<file path="src/rtl/fetch_stage_if.sv">
// Fetch-stage bus: instruction memory port, redirect from execute, and the
// valid/ready hand-off of {pc, instr} to decode.
interface fetch_stage_if #(
  parameter int unsigned D_WIDTH = 32
);
  logic [D_WIDTH-1:0] imem_addr;
  logic [D_WIDTH-1:0] imem_rdata;
  logic               redirect;
  logic [D_WIDTH-1:0] redirect_pc;
  logic               out_valid;
  logic               out_ready;
  logic [D_WIDTH-1:0] out_instr;
  logic [D_WIDTH-1:0] out_pc;
  logic [D_WIDTH-1:0] out_pc4;

  modport master (
    output imem_addr, out_valid, out_instr, out_pc, out_pc4,
    input  imem_rdata, redirect, redirect_pc, out_ready
  );

  modport slave (
    input  imem_addr, out_valid, out_instr, out_pc, out_pc4,
    output imem_rdata, redirect, redirect_pc, out_ready
  );
endinterface

</file>
<file path="src/rtl/fetch_stage.sv">
// Instruction fetch: owns the fetch PC, buffers {pc, instr} pairs in a small
// FIFO toward decode, and flushes/restarts on a taken branch or jump.
module fetch_stage #(
  parameter int unsigned        D_WIDTH  = 32,
  parameter int unsigned        DEPTH    = 2,
  parameter logic [D_WIDTH-1:0] RESET_PC = '0
) (
  input  logic          clk,
  input  logic          rst,
  fetch_stage_if.master bus
);
  localparam int unsigned        PTR_W   = $clog2(DEPTH);
  localparam int unsigned        CNT_W   = $clog2(DEPTH + 1);
  localparam logic [D_WIDTH-1:0] NOP     = D_WIDTH'(32'h0000_0013);
  localparam logic [D_WIDTH-1:0] PC_STEP = D_WIDTH'(4);
  localparam logic [D_WIDTH-1:0] ALIGN   = ~D_WIDTH'(3);

  logic [D_WIDTH-1:0] fetch_pc;
  logic [PTR_W-1:0]   rd_ptr;
  logic [PTR_W-1:0]   wr_ptr;
  logic [CNT_W-1:0]   count;
  logic [D_WIDTH-1:0] pc_mem    [DEPTH];
  logic [D_WIDTH-1:0] instr_mem [DEPTH];

  logic valid_c;
  logic pop_c;
  logic push_c;

  // A full FIFO still accepts a push when the head leaves in the same cycle.
  always_comb begin
    valid_c = (count != '0);
    pop_c   = valid_c & bus.out_ready;
    push_c  = !bus.redirect & ((count < CNT_W'(DEPTH)) | pop_c);
  end

  always_ff @(posedge clk or negedge rst) begin
    if (!rst) begin
      fetch_pc <= RESET_PC;
      rd_ptr   <= '0;
      wr_ptr   <= '0;
      count    <= '0;
    end else if (bus.redirect) begin
      fetch_pc <= bus.redirect_pc & ALIGN;
      rd_ptr   <= '0;
      wr_ptr   <= '0;
      count    <= '0;
    end else begin
      if (push_c) begin
        wr_ptr   <= wr_ptr + PTR_W'(1);
        fetch_pc <= fetch_pc + PC_STEP;
      end
      if (pop_c) begin
        rd_ptr <= rd_ptr + PTR_W'(1);
      end
      count <= count + CNT_W'(push_c) - CNT_W'(pop_c);
    end
  end

  // Storage needs no reset; entries are only read while count covers them.
  always_ff @(posedge clk) begin
    if (push_c) begin
      pc_mem[wr_ptr]    <= fetch_pc;
      instr_mem[wr_ptr] <= bus.imem_rdata;
    end
  end

  assign bus.imem_addr = fetch_pc;
  assign bus.out_valid = valid_c;
  assign bus.out_instr = valid_c ? instr_mem[rd_ptr] : NOP;
  assign bus.out_pc    = valid_c ? pc_mem[rd_ptr] : '0;
  assign bus.out_pc4   = valid_c ? pc_mem[rd_ptr] + PC_STEP : '0;
endmodule
</file>
<file path="src/flat_wrapper.sv">
// flat-port wrapper written by rule: the top's interface ports become plain ports
module fetch_stage_flat 
#(
  parameter int unsigned        D_WIDTH  = 32,
  parameter int unsigned        DEPTH    = 2,
  parameter logic [D_WIDTH-1:0] RESET_PC = '0
)
  (clk, rst, bus_imem_addr, bus_out_valid, bus_out_instr, bus_out_pc, bus_out_pc4, bus_imem_rdata, bus_redirect, bus_redirect_pc, bus_out_ready);
  fetch_stage_if #(.D_WIDTH(D_WIDTH)) bus_i ();
  input  logic clk;
  input  logic rst;
  output wire logic [$bits(bus_i.imem_addr)-1:0] bus_imem_addr;
  output wire logic [$bits(bus_i.out_valid)-1:0] bus_out_valid;
  output wire logic [$bits(bus_i.out_instr)-1:0] bus_out_instr;
  output wire logic [$bits(bus_i.out_pc)-1:0] bus_out_pc;
  output wire logic [$bits(bus_i.out_pc4)-1:0] bus_out_pc4;
  input wire logic [$bits(bus_i.imem_rdata)-1:0] bus_imem_rdata;
  input wire logic [$bits(bus_i.redirect)-1:0] bus_redirect;
  input wire logic [$bits(bus_i.redirect_pc)-1:0] bus_redirect_pc;
  input wire logic [$bits(bus_i.out_ready)-1:0] bus_out_ready;
  assign bus_imem_addr = bus_i.imem_addr;
  assign bus_out_valid = bus_i.out_valid;
  assign bus_out_instr = bus_i.out_instr;
  assign bus_out_pc = bus_i.out_pc;
  assign bus_out_pc4 = bus_i.out_pc4;
  assign bus_i.imem_rdata = bus_imem_rdata;
  assign bus_i.redirect = bus_redirect;
  assign bus_i.redirect_pc = bus_redirect_pc;
  assign bus_i.out_ready = bus_out_ready;
  fetch_stage #(.D_WIDTH(D_WIDTH), .DEPTH(DEPTH), .RESET_PC(RESET_PC)) u_core (.clk(clk), .rst(rst), .bus(bus_i));
endmodule
</file>
<file path="config.mk">
export PLATFORM = sky130hd
export DESIGN_NAME = fetch_stage_flat
export DESIGN_NICKNAME = d
export VERILOG_FILES = /design/src/rtl/fetch_stage_if.sv /design/src/rtl/fetch_stage.sv /design/src/flat_wrapper.sv
export SDC_FILE = /design/constraint.sdc
export NUM_CORES = 1
export LEC_CHECK = 0
export BUFFER_PORTS_ARGS = -buffer_cell sky130_fd_sc_hd__buf_2
export CAP_MARGIN = 20
export CORE_AREA = 2 2 178 180
export DETAILED_ROUTE_END_ITERATION = 6
export DIE_AREA = 0 0 180 182
export SYNTH_ARGS = -nofsm -noshare
export SYNTH_HDL_FRONTEND = slang
export SYNTH_SLANG_ARGS = --single-unit
</file>
<file path="constraint.sdc">
create_clock -name clk -period 6.03 [get_ports clk]
set_input_delay 1.206 -clock clk [delete_from_list [all_inputs] [get_ports clk]]
set_output_delay 1.206 -clock clk [all_outputs]
set_load 0.01 [all_outputs]
</file>
==> flow_summary.toml, run 1 <==
[run_status]
outcome = "finished clean"

[synthesis]
synth-seq-area-share = 0.598
post_synth_xor_area_fraction = 0.0527
cell_type_contributing_the_most_total_cell_area_after_synthesis = "sky130_fd_sc_hd__edfxtp_1"
number_of_flops_mapped_to_enable_cells_by_yosys = 124
synthesized_netlist_cell_count = 639
synth_seq_cells = 158
avgSynthCellArea_um2 = 12.0
synth_top_cells_by_count = "sky130_fd_sc_hd__edfxtp_1 (124), sky130_fd_sc_hd__nor2_1 (81), sky130_fd_sc_hd__nand2_1 (68), sky130_fd_sc_hd__mux2i_1 (57), sky130_fd_sc_hd__dfrtp_1 (34)"
synth-simple-area-share = 0.169
yosysMostFrequentCell = "sky130_fd_sc_hd__edfxtp_1"
yosys.area_share.adder = 0.00655
synth_flop_cell = "sky130_fd_sc_hd__edfxtp_1"
synthesis.yosys.warnings = 0
synth.mux.area_fraction = 0.0835
synth_area_in_compound_gates = 0.0601
asyncSetResetFlopFracSynth = 0.215
synth.top_cells.by_area = "sky130_fd_sc_hd__edfxtp_1 (49%), sky130_fd_sc_hd__dfrtp_1 (11%), sky130_fd_sc_hd__mux2i_1 (7.5%)"
netlist_area_mm2 = 0.00765
synth_cell_type_count = 53
post-synth-top-area-fraction = 0.487
synth_top_family_by_area = "simple AND/OR/NAND/NOR gates"

[routing]
post_detailed_route_drc_marker_count = 0
vias = 5452
detail_route.wirelength_um = 21400
avgRoutedWirePerCell_um = 17.3
postRouteAntennaNets = 0
dr.first_iter.drc_count = 252
drt_pass1_iterations = 4
route.detailed.vias_per_inst = 4.41

[power]
power.static_leakage_uw = 0.00371
max_ir_drop_vdd_mv = 0.170
fin_total_pwr_uw = 3950
powerDensity_mw_per_mm2 = 412

[sta]
fin_worst_hold_slack_ns = 0.560
clock_skew_ns = 0.0275
timing.slew.headroom = 0.382
setup_tns_ns = 0
hold_violations = 0
max_clock_freq_mhz = 208
layout_worst_path_cycle_share = 0.796
finalSetupViolations = 0
timing_max_transition_violations_final = 0
slew_at_the_pin_with_the_worst_max_slew_slack_ns = 0.926
period_minus_slack_ns = 4.80
rsz0062_at_grt = "no"

[worst_setup_path]
timing.reg2reg.worst_path_depth = 4
rr_endpoint = "u_core.instr_mem[1][17]"
worst_ep_arrival_time_ns = 3.59
startpoint_type = "flip-flop"
crit_path_end_kind = "output pin"
worst_ep_required_time_ns = 4.82
reg2reg_slack_ns = 3.60
crit_path_max_fanout = 72
r2r_start = "u_core.count[1]"
timing_worst_setup_path_type = "reg -> out"

[global_routing]
grt_first_pass_wirelength_um = 32000
grt_use_total = 0.129
grt_antenna_before_repair = 0
pin_count_of_the_biggest_net_entering_global_routing = 76
vias_in_the_first_global_route = 5437
globalRouteOverflowTotal = 0

[placed_design]
post_dp_hpwl_um = 15400
post-place-cells = 1204
io_buffers = 188
place_congestion = 0.764

[final_layout]
final-instance-count-excl-fill = 1236
finalNetCount = 893
area_delta_synth_final_pct = 25.2
filler_cell_count = 3185
postLayoutCoreUtil = 0.309
layout-drive-gt1-share = 0.299
count_of_inserted_antenna_diode_cells = 0

[run]
max-cap-violations = 0

[cts]
cts_made_buffers = 17
ctsResizeCount = 0
post_cts_buffers = 0
cts_tree = "built"
cts_htree_levels = 4
clk_transition_reported_paths_ns = 0.07
clk_root_buffer_cell = "sky130_fd_sc_hd__clkbuf_16"
ctsLongestPathBuffers = 2
worstSkewPairLatency_ns = 0.44
holdBufCountCts = 0
numClockSinks = 158

[die]
initial_core_util = 0.247
ports_placed_on_the_boundary = 197
die_x_um = 180
floorplan.die_area_mm2 = 0.0328
row_count = 65
die_y_um = 182
core-area_mm2 = 0.0310

[worst_hold_path]
hp-start = "u_core.bus.imem_addr[30]"
holdCritPathClass = "reg -> reg"
hold-path-endpoint = "u_core.pc_mem[0][30]"
whs_path_depth = 0
-- placed cells by master, fill, tap and decap left out, drive strengths merged, types with 7 or more instances in the layout --
| master | Yosys | routed |
|---|---|---|
| edfxtp | 124 | 124 |
| nor4 | 12 | 12 |
| nor2 | 81 | 81 |
| xnor2 | 32 | 32 |
| clkbuf | 16 | 18 |
| nand3 | 28 | 28 |
| inv | 6 | 13 |
| dfrtp | 34 | 34 |
| mux2i | 57 | 57 |
| nand2 | 68 | 68 |
| buf | 20 | 194 |
| a21oi | 7 | 7 |
| and2 | 9 | 9 |
| nor3 | 13 | 13 |
| xor2 | 14 | 14 |
| nand4 | 15 | 15 |
| o21ai | 39 | 39 |
-- worst max-delay path by stage --
stage	slack [ns]	from	to	cells past startpoint
3_3_place_gp	1.67	u_core.rd_ptr	bus_out_pc4[30]	7
5_1_grt	1.02	u_core.rd_ptr	bus_out_pc4[30]	7
2_1_floorplan	1.50	bus_redirect	u_core.instr_mem[0][0]	3
6_report	1.23	u_core.rd_ptr	bus_out_pc4[30]	7
4_1_cts	1.16	u_core.rd_ptr	bus_out_pc4[30]	7
3_5_place_dp	1.63	u_core.rd_ptr	bus_out_pc4[30]	7
-- registers in the layout, indices dropped and copies added, names as in the netlist --
register              count
u_core.instr_mem         64
u_core.bus.imem_addr     30
u_core.wr_ptr             1
u_core.count              2
u_core.rd_ptr             1
u_core.pc_mem            60
-- critical path, stage by stage (launching register included) --
cell                       delay, ns
sky130_fd_sc_hd__dfrtp_4        1.03
sky130_fd_sc_hd__mux2_2         0.34
sky130_fd_sc_hd__ha_1           0.21
sky130_fd_sc_hd__a21boi_2       0.42
sky130_fd_sc_hd__nand4_4        0.30
sky130_fd_sc_hd__nor4_2         0.36
sky130_fd_sc_hd__mux2_1         0.34
sky130_fd_sc_hd__buf_2          0.14
-- routing by layer --
metal / GRT usage / wire length [um]
met5: 0 / 0
met4: 0.0309 / 159
met3: 0.0323 / 934
met2: 0.204 / 9940
met1: 0.177 / 10300
-- logic make-up (layout without fill, tap and decap cells) --
group | after synthesis | count (layout)
AO/OA/AOI/OAI | 69 | 69
XOR/XNOR | 46 | 46
adder cells (fa/ha/maj) | 4 | 4
buffers and inverters | 42 | 232
flip-flops | 158 | 158
multiplexers | 63 | 63
other | 1 | 6
AND/OR/NAND/NOR | 256 | 256
-- through the flow --
step	setup slack, ns	instance area [um^2]
floorplan	1.50	7670
global placement	1.67	8970
detailed placement	1.63	8970
CTS	1.16	9570
global route	1.02	9570
finish	1.23	9570
-- final cells by class --
type / instances / area [um^2] / area share
Clock buffer: 18 / 429 / 0.0448
Multi-Input combinational cell: 444 / 2880 / 0.301
Inverter: 6 / 22.5 / 0.00235
Sequential cell: 158 / 4580 / 0.478
Timing Repair Buffer: 194 / 986 / 0.103
Tap cell: 402 / 503 / 0.0525
Clock inverter: 14 / 171 / 0.0179
-- power breakdown --
| part | internal [uW] | switching, uW | total, uW |
|---|---|---|---|
| Clock | 627 | 481 | 1110 |
| Combinational | 523 | 812 | 1330 |
| Sequential | 1340 | 167 | 1510 |
| Total | 2490 | 1460 | 3950 |
Note: power is estimated with default switching activity, not from simulation.
==> inputs of run 2 (changes only) <==
- ABC_AREA: not set -> 1
- CORE_AREA: 2 2 178 180 -> 2 2 185 187
- DIE_AREA: 0 0 180 182 -> 0 0 187 189
- clock period: 6.03 -> 3.85 ns (I/O delays scaled with it)
==> run 2 against run 1 <==
Net effect: power rose by 80%; non-clock buffer count up 6; highest routed layer unchanged; clock power increased by 49%; clock-buffer cell count stayed put; wire length up 15%; critical path depth increased by 6; first-iteration DRC count is 120% higher; via count up 30%; largest cell class unchanged; clock skew shrank 0.0095 ns; utilization is 0.062 points lower; final cell count increased by 32%; sequential share of layout area is 3.2 points lower.
==> flow_summary.toml, run 2 <==
[run_status]
outcome = "finished clean"

[sta]
timing.slew.headroom = 0.413
rsz0062_at_grt = "no"
layout_worst_path_cycle_share = 0.872
fin_worst_hold_slack_ns = 0.450
setup_slack_after_layout_ns = 0.493
timing_max_transition_violations_final = 0
finalSetupViolations = 0
period_minus_slack_ns = 3.36
max_clock_freq_mhz = 298
slew_at_the_pin_with_the_worst_max_slew_slack_ns = 0.881
hold_violations = 0
clock_skew_ns = 0.0180
setup_tns_ns = 0

[synthesis]
synth.top_cells.by_area = "sky130_fd_sc_hd__edfxtp_1 (45%), sky130_fd_sc_hd__nand2_1 (15%), sky130_fd_sc_hd__dfrtp_1 (10%)"
synth_cell_type_count = 38
synth_flop_cell = "sky130_fd_sc_hd__edfxtp_1"
asyncSetResetFlopFracSynth = 0.215
number_of_flops_mapped_to_enable_cells_by_yosys = 124
synthesized_netlist_cell_count = 982
synthesis.yosys.warnings = 0
avgSynthCellArea_um2 = 8.40
synth_seq_cells = 158
netlist_area_mm2 = 0.00825
cell_type_contributing_the_most_total_cell_area_after_synthesis = "sky130_fd_sc_hd__edfxtp_1"
post-synth-top-area-fraction = 0.451
synth_top_cells_by_count = "sky130_fd_sc_hd__nand2_1 (333), sky130_fd_sc_hd__edfxtp_1 (124), sky130_fd_sc_hd__inv_1 (113), sky130_fd_sc_hd__nor2_1 (103), sky130_fd_sc_hd__nand3_1 (67)"
synth-seq-area-share = 0.554
yosysMostFrequentCell = "sky130_fd_sc_hd__nand2_1"

[routing]
route.detailed.vias_per_inst = 4.33
dr.first_iter.drc_count = 544
vias = 7070
drt_pass1_iterations = 5
postRouteAntennaNets = 0
post_detailed_route_drc_marker_count = 0
avgRoutedWirePerCell_um = 15.0
detail_route.wirelength_um = 24500

[global_routing]
vias_in_the_first_global_route = 6562
globalRouteOverflowTotal = 0
grt_use_total = 0.138
grt_first_pass_wirelength_um = 37500
grt_antenna_before_repair = 2
pin_count_of_the_biggest_net_entering_global_routing = 72

[final_layout]
most_frequent_standard_cell_in_the_layout_excluding_fill_and_tap_cells = "sky130_fd_sc_hd__nand2_1"
largest_reg_flops = 64
area.sequential_mm2 = 0.00458
register_with_the_highest_flop_count = "u_core.instr_mem"
layout-drive-gt1-share = 0.232
area_delta_synth_final_pct = 24.4
filler_cell_count = 3533
postLayoutCoreUtil = 0.308
multi_input_comb_area_mm2 = 0.00305
layout_common_cells = "sky130_fd_sc_hd__nand2_1 (333), sky130_fd_sc_hd__buf_2 (188), sky130_fd_sc_hd__edfxtp_1 (124), sky130_fd_sc_hd__inv_1 (113), sky130_fd_sc_hd__nor2_1 (101)"
finalNetCount = 1241
final-instance-count-excl-fill = 1632

[die]
core-area_mm2 = 0.0333
die_x_um = 187
die_y_um = 189
initial_core_util = 0.248
row_count = 67
ports_placed_on_the_boundary = 197
floorplan.die_area_mm2 = 0.0353

[worst_setup_path]
most_used_cell_cp = "sky130_fd_sc_hd__nand2_1"
worst_ep_arrival_time_ns = 2.59
critical_path.cell_chain = "inv_2 -> buf_4 -> nand2_1 -> nand2_1 -> nand2_1 -> nor2_2 -> nand3_1 -> nor2_4 -> nand2_1 -> nand2_1 -> nand2_1 -> inv_1 -> buf_2"
cp_slowest_stage_delay_ns = 0.48
worst_ep_required_time_ns = 3.08
r2r_start = "u_core.count[1]"
slowest_stage = "sky130_fd_sc_hd__dfrtp_2"
startpoint_type = "flip-flop"
crit_path_end_kind = "output pin"
cp-startpoint = "u_core.rd_ptr"
timing_worst_setup_path_type = "reg -> out"
cp_top_family = "simple AND/OR/NAND/NOR gates"
crit_path_max_fanout = 28
cp_num_buf_inv = 4

[run]
max-cap-violations = 0

[worst_hold_path]
holdCritPathClass = "in -> async"

[cts]
holdBufCountCts = 0
cts_made_buffers = 17
ctsResizeCount = 0
clk_transition_reported_paths_ns = 0.07
cts_tree = "built"
worstSkewPairLatency_ns = 0.42
cts_htree_levels = 4
clk_root_buffer_cell = "sky130_fd_sc_hd__clkbuf_16"
numClockSinks = 158
ctsLongestPathBuffers = 2
post_cts_buffers = 0

[placed_design]
dpl_worst_slack_ns = 0.875
io_buffers = 188
post_dp_hpwl_um = 17900
post-place-cells = 1598
place_congestion = 0.832

[power]
power.static_leakage_uw = 0.00465
max_ir_drop_vdd_mv = 0.364
powerDensity_mw_per_mm2 = 694
-- run 2: changes by cell type after synthesis, moves of 30 or more --
cell / previous run / this run
sky130_fd_sc_hd__nand2_1: 68 / 333
sky130_fd_sc_hd__inv_1: 6 / 113
sky130_fd_sc_hd__mux2i_1: 57 / 0
sky130_fd_sc_hd__a21oi_1: 5 / 45
sky130_fd_sc_hd__nand3_1: 28 / 67
sky130_fd_sc_hd__xnor2_1: 32 / 2
-- run 2: cells by family after synthesis --
family | after synthesis | share of synthesized area
other | 1 | 0.000455
DFF | 158 | 0.554
buffers and inverters | 158 | 0.0805
AOI/OAI and AO/OA | 98 | 0.0669
adders and majority gates | 4 | 0.00607
and+or+nand+nor | 557 | 0.285
xor gates and xnor gates | 6 | 0.00637
-- run 2: metrics by stage --
stage          total power, uW  cell area [um^2]
6_report                  7120             10300
5_1_grt                   7640             10300
4_1_cts                   7230             10300
3_5_place_dp              5560              9680
3_3_place_gp              5520              9680
2_1_floorplan             4330              8270
-- run 2: area by class of cell --
cell class	count	area share
clock inverters	14	0.0144
well taps	448	0.0546
multi-input cells	671	0.297
flip-flops and latches	158	0.446
diodes	2	0.000488
repair buffers	200	0.102
clock buffers	18	0.0418
inverters	121	0.0443
-- run 2: routing by layer --
layer,global-route usage,up-vias,part of all wire
li1,-,3537,-
met1,0.191,3273,0.47
met2,0.218,242,0.46
met3,0.0271,18,0.059
met4,0.0394,0,0.016
met5,0,-,0
-- run 2: path summary, 6_finish.rpt --
kind | end | slack, ns | cells after the start
worst max-delay path | bus_out_pc4[24] | 0.49 | 13
worst min-delay path | u_core.bus.imem_addr[22] | 0.45 | 1
worst max register to register | u_core.instr_mem[0][20] | 1.33 | 7
worst min register to register | u_core.pc_mem[1][31] | 0.60 | 0
max in group asynchronous | u_core.rd_ptr | 2.80 | 1
min in group clk | u_core.instr_mem[1][16] | 0.53 | 1
-- run 2: report_power, final --
| group | switching [uW] | internal (uW) | total, uW | leakage, uW |
|---|---|---|---|---|
| clock network | 738 | 917 | 1650 | 0.000280 |
| logic | 1990 | 928 | 2920 | 0.00280 |
| registers | 266 | 2280 | 2550 | 0.00157 |
| total | 3000 | 4120 | 7120 | 0.00465 |
==> inputs of run 3 (changes only) <==
--- a/config.mk
+++ b/config.mk
@@ -13,2 +13,3 @@
 export DIE_AREA = 0 0 187 189
+export MAX_ROUTING_LAYER = met4
 export SYNTH_ARGS = -nofsm -noshare
==> constraint.sdc (replaced) <==
create_clock -name clk -period 3.85 [get_ports clk]
set_input_delay 0.1925 -clock clk [delete_from_list [all_inputs] [get_ports clk]]
set_output_delay 0.1925 -clock clk [all_outputs]
set_load 0.01 [all_outputs]
==> run 3 against run 2 <==
Net effect: worst setup slack better by 0.071 ns; clock power up 5%; utilization up 1.4 points; design area is 4.4% higher; power up 1.4%; fmax is 2.2% higher; first-iteration DRC count increased by 5.1%; non-clock buffer count up 40; sequential power is essentially flat; register-to-register slack worse by 0.26 ns.
==> flow_summary.toml, run 3 (synthesized netlist as in run 2, its figures left out) <==
[cts]
post_cts_buffers = 0
worstSkewPairLatency_ns = 0.43
cts_htree_levels = 4
clk_root_buffer_cell = "sky130_fd_sc_hd__clkbuf_16"
numClockSinks = 158
cts_tree = "built"
cts_made_buffers = 17
holdBufCountCts = 45
clk_transition_reported_paths_ns = 0.07
ctsResizeCount = 0
ctsLongestPathBuffers = 2

[placed_design]
post-place-cells = 1593
post_dp_hpwl_um = 17700
place_congestion = 0.850
dpl_worst_slack_ns = 0.947
io_buffers = 188

[routing]
vias = 7304
post_detailed_route_drc_marker_count = 0
drt_pass1_iterations = 5
route.detailed.vias_per_inst = 4.37
dr.first_iter.drc_count = 572
avgRoutedWirePerCell_um = 14.9
detail_route.wirelength_um = 24900
postRouteAntennaNets = 0

[final_layout]
area_delta_synth_final_pct = 29.8
most_frequent_standard_cell_in_the_layout_excluding_fill_and_tap_cells = "sky130_fd_sc_hd__nand2_1"
finalNetCount = 1281
layout-drive-gt1-share = 0.221
largest_reg_flops = 64
register_with_the_highest_flop_count = "u_core.instr_mem"
filler_cell_count = 3526
layout_common_cells = "sky130_fd_sc_hd__nand2_1 (333), sky130_fd_sc_hd__buf_2 (188), sky130_fd_sc_hd__edfxtp_1 (124), sky130_fd_sc_hd__inv_1 (113), sky130_fd_sc_hd__nor2_1 (101)"
final-instance-count-excl-fill = 1671

[global_routing]
grt_first_pass_wirelength_um = 37800
pin_count_of_the_biggest_net_entering_global_routing = 74
globalRouteOverflowTotal = 0
grt_use_total = 0.143
grt_antenna_before_repair = 0
vias_in_the_first_global_route = 6776

[sta]
max_clock_freq_mhz = 304
setup_tns_ns = 0
rsz0062_at_grt = "no"
fin_worst_hold_slack_ns = 0.0173
period_minus_slack_ns = 3.29
finalSetupViolations = 0
slew_at_the_pin_with_the_worst_max_slew_slack_ns = 0.891
timing.slew.headroom = 0.406
hold_violations = 0
timing_max_transition_violations_final = 0
clock_skew_ns = 0.0182
setup_slack_after_layout_ns = 0.564
layout_worst_path_cycle_share = 0.853

[worst_setup_path]
slowest_stage = "sky130_fd_sc_hd__buf_4"
r2r_start = "u_core.count[1]"
crit_path_max_fanout = 73
critical_path.cell_chain = "buf_4 -> o21ai_1 -> inv_1 -> ha_1 -> nand2_1 -> nor2_4 -> nand3_1 -> nor2_4 -> nand3_1 -> nand2_1 -> inv_1 -> buf_2"
cp_top_family = "buffers and inverters"
startpoint_type = "flip-flop"
timing_worst_setup_path_type = "reg -> out"
cp_slowest_stage_delay_ns = 0.64
cp-startpoint = "u_core.rd_ptr"
cp_num_buf_inv = 4
crit_path_end_kind = "output pin"
worst_ep_required_time_ns = 3.66
worst_ep_arrival_time_ns = 3.09

[die]
core-area_mm2 = 0.0333
die_x_um = 187
floorplan.die_area_mm2 = 0.0353
initial_core_util = 0.248
row_count = 67
die_y_um = 189
ports_placed_on_the_boundary = 197

[run_status]
outcome = "finished clean"

[worst_hold_path]
hp-start = "bus_redirect_pc[11]"
holdCritPathClass = "in -> reg"

[run]
max-cap-violations = 0

[power]
power.static_leakage_uw = 0.00483
powerDensity_mw_per_mm2 = 674
max_ir_drop_vdd_mv = 0.301
-- run 3: worst paths after layout --
check                      cells past startpoint                       end  slack [ns]
setup reg to reg                               7      u_core.pc_mem[0][12]        1.07
hold / removal                                 3  u_core.bus.imem_addr[11]        0.02
max in group asynchronous                      2             u_core.rd_ptr        2.87
setup / recovery                              12           bus_out_pc4[24]        0.56
min in group asynchronous                      2  u_core.bus.imem_addr[22]        0.40
hold reg to reg                                0       u_core.pc_mem[1][6]        0.60
-- run 3: worst reg2reg max path: cells and delay by family, from the launching register on --
family                 cells  cell delay [ns]
buffers and inverters      2             1.11
flip-flops                 1             0.44
AND/OR/NAND/NOR            5             0.82
-- run 3: metal layers --
| metal | share of wire | routed length, um | up-vias | GRT usage |
|---|---|---|---|---|
| met3 | 0.039 | 980 | 28 | 0.0228 |
| met2 | 0.47 | 11600 | 204 | 0.224 |
| li1 | - | - | 3627 | - |
| met4 | 0.016 | 387 | 0 | 0.0382 |
| met5 | 0 | 0 | - | - |
| met1 | 0.48 | 11900 | 3445 | 0.193 |
-- run 3: where the power goes --
| part | total, uW | switching, uW | internal (uW) | leakage (uW) |
|---|---|---|---|---|
| registers | 2560 | 277 | 2280 | 0.00157 |
| clock network | 1740 | 799 | 939 | 0.000298 |
| logic | 2930 | 1990 | 933 | 0.00296 |
-- run 3: through the flow --
stage                      util  total power (uW)  cell area, um^2
after floorplan               -              4330             8270
after global placement    0.290              5490             9640
after detailed placement  0.290              5530             9640
after CTS                 0.322              7320            10700
after global routing      0.322              7690            10700
final                     0.322              7220            10700
-- run 3: final cells by class --
class	instances	area, um^2	area share
clock buffers	17	425	0.0397
well taps	448	561	0.0523
diodes	1	2.50	0.000234
clock inverters	15	191	0.0179
inverters	121	454	0.0424
multi-input cells	671	3050	0.284
flip-flops and latches	158	4580	0.427
repair buffers	240	1460	0.136
